## config.mk

```make
export PLATFORM = sky130hd
export DESIGN_NAME = seq_detect_prog
export DESIGN_NICKNAME = d
export VERILOG_FILES = /design/src/rtl/seq_detect_prog.sv
export SDC_FILE = /design/constraint.sdc
export NUM_CORES = 1
export LEC_CHECK = 0
export ABC_AREA = 1
export BUFFER_PORTS_ARGS = -buffer_cell sky130_fd_sc_hd__buf_2
export CAP_MARGIN = 10
export CORE_UTILIZATION = 50
export CTS_BUF_LIST = sky130_fd_sc_hd__clkbuf_16
export CTS_CLUSTER_SIZE = 30
export DETAILED_ROUTE_END_ITERATION = 8
export PLACE_DENSITY = 0.82
export SETUP_SLACK_MARGIN = 0.3
export SLEW_MARGIN = 20
export SYNTH_ARGS = -nofsm -noshare
export SYNTH_HDL_FRONTEND = slang
export SYNTH_SLANG_ARGS = --single-unit
```

## constraint.sdc

```tcl
create_clock -name clk -period 3.2 [get_ports clk]
set_input_delay 0.64 -clock clk [delete_from_list [all_inputs] [get_ports clk]]
set_output_delay 0.64 -clock clk [all_outputs]
set_load 0.01 [all_outputs]
```

## src/rtl/seq_detect_prog.sv

```systemverilog
// seq_detect_prog: run-time programmable serial pattern detector.
// A shift register holds the most recent accepted bits. A fill counter tracks
// how many of them belong to the current match attempt, so it acts as the
// detector state. The match pulse and the saturating counter are registered.
module seq_detect_prog #(
  parameter int                 MAX_LEN = 8,
  parameter int                 CNT_W   = 16,
  parameter logic [MAX_LEN-1:0] RST_PAT = 'b101,
  parameter int                 RST_LEN = 3,
  parameter int                 LEN_W   = $clog2(MAX_LEN) + 1
) (
  input  logic               clk,
  input  logic               rst_n,
  input  logic               cfg_load,
  input  logic [MAX_LEN-1:0] cfg_pattern,
  input  logic [LEN_W-1:0]   cfg_len,
  input  logic               cfg_overlap,
  input  logic               in_valid,
  input  logic               in_bit,
  input  logic               clr_cnt,
  output logic               match,
  output logic [CNT_W-1:0]   match_cnt,
  output logic               cnt_ovf
);

  logic [MAX_LEN-1:0] pat, hist, hist_n, mask;
  logic [LEN_W-1:0]   len, fill, fill_inc, len_ld;
  logic               ovl, hit, hit_acc;

  // Clamp the requested length into 1..MAX_LEN before it is stored
  always_comb begin
    len_ld = cfg_len;
    if (cfg_len == '0)                     len_ld = LEN_W'(1);
    else if (cfg_len > LEN_W'(MAX_LEN))    len_ld = LEN_W'(MAX_LEN);
  end

  // Next history/fill and hit detection; bits at or above len are masked off
  always_comb begin
    hist_n   = {hist[MAX_LEN-2:0], in_bit};
    fill_inc = (fill >= len) ? len : fill + LEN_W'(1);
    for (int i = 0; i < MAX_LEN; i++) mask[i] = (LEN_W'(i) < len);
    hit      = (fill_inc == len) && (((hist_n ^ pat) & mask) == '0);
    hit_acc  = in_valid && !cfg_load && hit;
  end

  // Pattern config, history, fill and the one-cycle match pulse
  always_ff @(posedge clk or negedge rst_n) begin
    if (!rst_n) begin
      pat   <= RST_PAT;
      len   <= LEN_W'(RST_LEN);
      ovl   <= 1'b1;
      hist  <= '0;
      fill  <= '0;
      match <= 1'b0;
    end else begin
      match <= 1'b0;
      if (cfg_load) begin
        // a new config restarts matching; a bit offered this cycle is dropped
        pat  <= cfg_pattern;
        len  <= len_ld;
        ovl  <= cfg_overlap;
        hist <= '0;
        fill <= '0;
      end else if (in_valid) begin
        hist  <= hist_n;
        // non-overlap: the next match needs len fresh bits
        fill  <= (hit && !ovl) ? '0 : fill_inc;
        match <= hit;
      end
    end
  end

  // Saturating match counter with sticky overflow; clear beats a hit
  always_ff @(posedge clk or negedge rst_n) begin
    if (!rst_n) begin
      match_cnt <= '0;
      cnt_ovf   <= 1'b0;
    end else if (clr_cnt) begin
      match_cnt <= '0;
      cnt_ovf   <= 1'b0;
    end else if (hit_acc) begin
      if (&match_cnt) cnt_ovf   <= 1'b1;
      else            match_cnt <= match_cnt + CNT_W'(1);
    end
  end

endmodule

```

==> flow_summary.ini <==
[synth]
synth_cells = 326
synth_top_area_share_pct = 37.6
yosysUniqueCellTypes = 29
synth_nets = 351
ys.warnings.count = 0
syn_avg_cell_area_um2 = 7.55
yosysSeqAreaShare_pct = 42.9
synth-seq-cells = 42
yosys.area.top_type = dfrtp_1
synth_area_leaders = dfrtp_1 38%, nand2_1 13%, inv_1 6.6%
syn_area_um2 = 2460

[final_layout]
final_common_cell = nand2_1
layout-drive-gt1-share_pct = 16.8
layout_common_cells = 88 x nand2_1, 44 x inv_1, 37 x dfrtp_1
fin_nets = 388
syn2layout_area_growth_pct = 16.0
final_area_um2 = 2860
diodes = 0

[clock_tree]
htreeDepth = 2
clkSinkCount = 42
cts_buffers = 5
clk_path_buf_depth = 2
cts_hold_buf = 0
clk_latency_ns = 0.28
cts_resized = 0
cts_tree = yes
clockRootBuffer = clkbuf_16
postCtsSetupRepairBufs = 0
path_clk_slew_ns = 0.06

[critical_path]
crit_top_cell = nand2_1
cp_cell_sequence = clkinv_1 -> ha_1 -> a21oi_4 -> a21boi_4 -> nand3_1 -> nand2_1 -> nor2_1 -> nand3_2 -> nand2_4 -> nand2_4 -> nand2_1 -> nand2_1
slowest_delay_ns = 0.43
crit_slowest_cell = dfrtp_1
cp-start-kind = flop
crit_fanout = 17
crit_type = flop to flop
critPathRequiredTime_ns = 3.41
arrival_ns = 2.83
cp-end-kind = flop

[sta]
setup_viol = 0
period_share_pct = 81.7
maxSlewViolCount = 0
period_needed_ns = 2.62
slew_headroom_pct = 36.1
setup_tns_ns = 0
fin_worst_skew_ns = 0.00931
fmax_ghz = 0.382
final-hold-violation-count = 0
worst_slew_pin_slew_ns = 0.959
grt_setup_unrepaired = false

[drt]
vias = 2291
viasPerCell = 5.32
drtPass1Iterations = 6
drt-wirelength-per-cell_um = 13.0
drt-total-wl_um = 5620
drtIter0Drc = 208
drc = 2
ant_nets = 0

[floorplan]
die_h_um = 72.2
io_pins = 37
die_x_um = 72.2
start_util_pct = 52.1
core_area_um2 = 4720
rows = 25
die_area_um2 = 5210

[placement]
io_buffers = 36
dpl.hpwl_um = 3960
gp_congestion = 0.971
place_area_um2 = 2690

[pwr]
power.leakage_nw = 1.49
ir_drop_mv = 0.271
power_density_nw_per_um2 = 520

[global_routing]
gr-usage-all-layers_pct = 23.6
antenna_found_initial = 0
grt_max_degree = 43
grt_overflow = 0
grt_pass1_vias = 2150
grt_pass1_wl_um = 9670

[status]
status = finished, violations left
failed_checks = DRC

[job]
drv_cap = 0

[worst_hold_path]
worst_hold_path_type = flop to flop
## cell usage after synthesis, drive strengths merged
library cell / instances
dfrtp: 37
nand3: 34
a211oi: 1
nor2: 25
clkinv: 3
o22ai: 12
ha: 6
dfstp: 5
a21oi: 13
buf: 4
o21ai: 20
nor3: 8
xor2: 1
a21boi: 1
nand4: 10
inv: 45
nand2: 90
o211ai: 4
xnor2: 5
clkbuf: 2
## where the power goes
| part | internal [mW] | total (mW) | leakage (nW) | switching, mW |
|---|---|---|---|---|
| Sequential | 0.569 | 0.609 | 0.549 | 0.0398 |
| Combinational | 0.112 | 0.312 | 0.859 | 0.200 |
| Clock | 0.365 | 0.565 | 0.0812 | 0.200 |
## state kept, by name (all words and copies together) (netlist names)
register / cells
len: 4
fill: 4
pat: 8
ovl: 1
hist: 7
cnt_ovf: 1
match: 1
match_cnt: 16
## layer usage
layer | GRT usage, % | share of wire (%)
met1 | 32.4 | 48
met2 | 37.5 | 47
met5 | 0 | 0
met4 | 8.06 | 1.8
met3 | 4.58 | 3.7
## cells by family after synthesis
group	synth area share (%)
flip-flops	42.9
buffers and inverters	8.79
adder cells (fa/ha/maj)	3.05
AND/OR/NAND/NOR	30.6
AO/OA/AOI/OAI	12.5
XOR/XNOR	2.13
## through the flow
| step | power, mW | cells | utilization, % | hold slack [ns] | worst slack [ns] |
|---|---|---|---|---|---|
| after floorplan | 0.840 | 326 | - | 0.344 | 1.03 |
| after global placement | 0.909 | 423 | 57.0 | 0.464 | 0.729 |
| after detailed placement | 0.922 | 423 | 57.0 | 0.465 | 0.673 |
| after CTS | 1.49 | 431 | 60.5 | 0.475 | 0.628 |
| after global routing | 1.56 | 431 | 60.5 | 0.485 | 0.414 |
| final | 1.49 | 431 | 60.5 | 0.471 | 0.584 |
## cell type report
type / instances / area, um2
fill: 421 / 1870
multi-input combinational: 230 / 1190
sequential: 42 / 1060
timing repair buffer: 36 / 180
inverter: 48 / 180
clock buffer: 5 / 125
tap: 67 / 83.8
clock inverter: 3 / 41.3
## worst paths after layout
check,start,cells past startpoint,endpoint,slack (ns)
max,len[3],12,match_cnt[15],0.58
min reg2reg,pat[2],2,pat[2],0.47
max in group asynchronous,rst_n,1,fill[1],2.10
min in group asynchronous,rst_n,1,match_cnt[13],0.51
max reg2reg,len[3],12,match_cnt[15],0.58
min,pat[2],2,pat[2],0.47
## worst max-delay path, delay by kind of cell (launching register included)
kind                       cells  cell delay [ns]
adders and majority gates      1             0.42
DFF                            1             0.43
and+or+nand+nor                8             0.83
buffers and inverters          1             0.27
AOI/OAI and AO/OA              2             0.57
No activity file was read; power rests on OpenSTA's default activity.
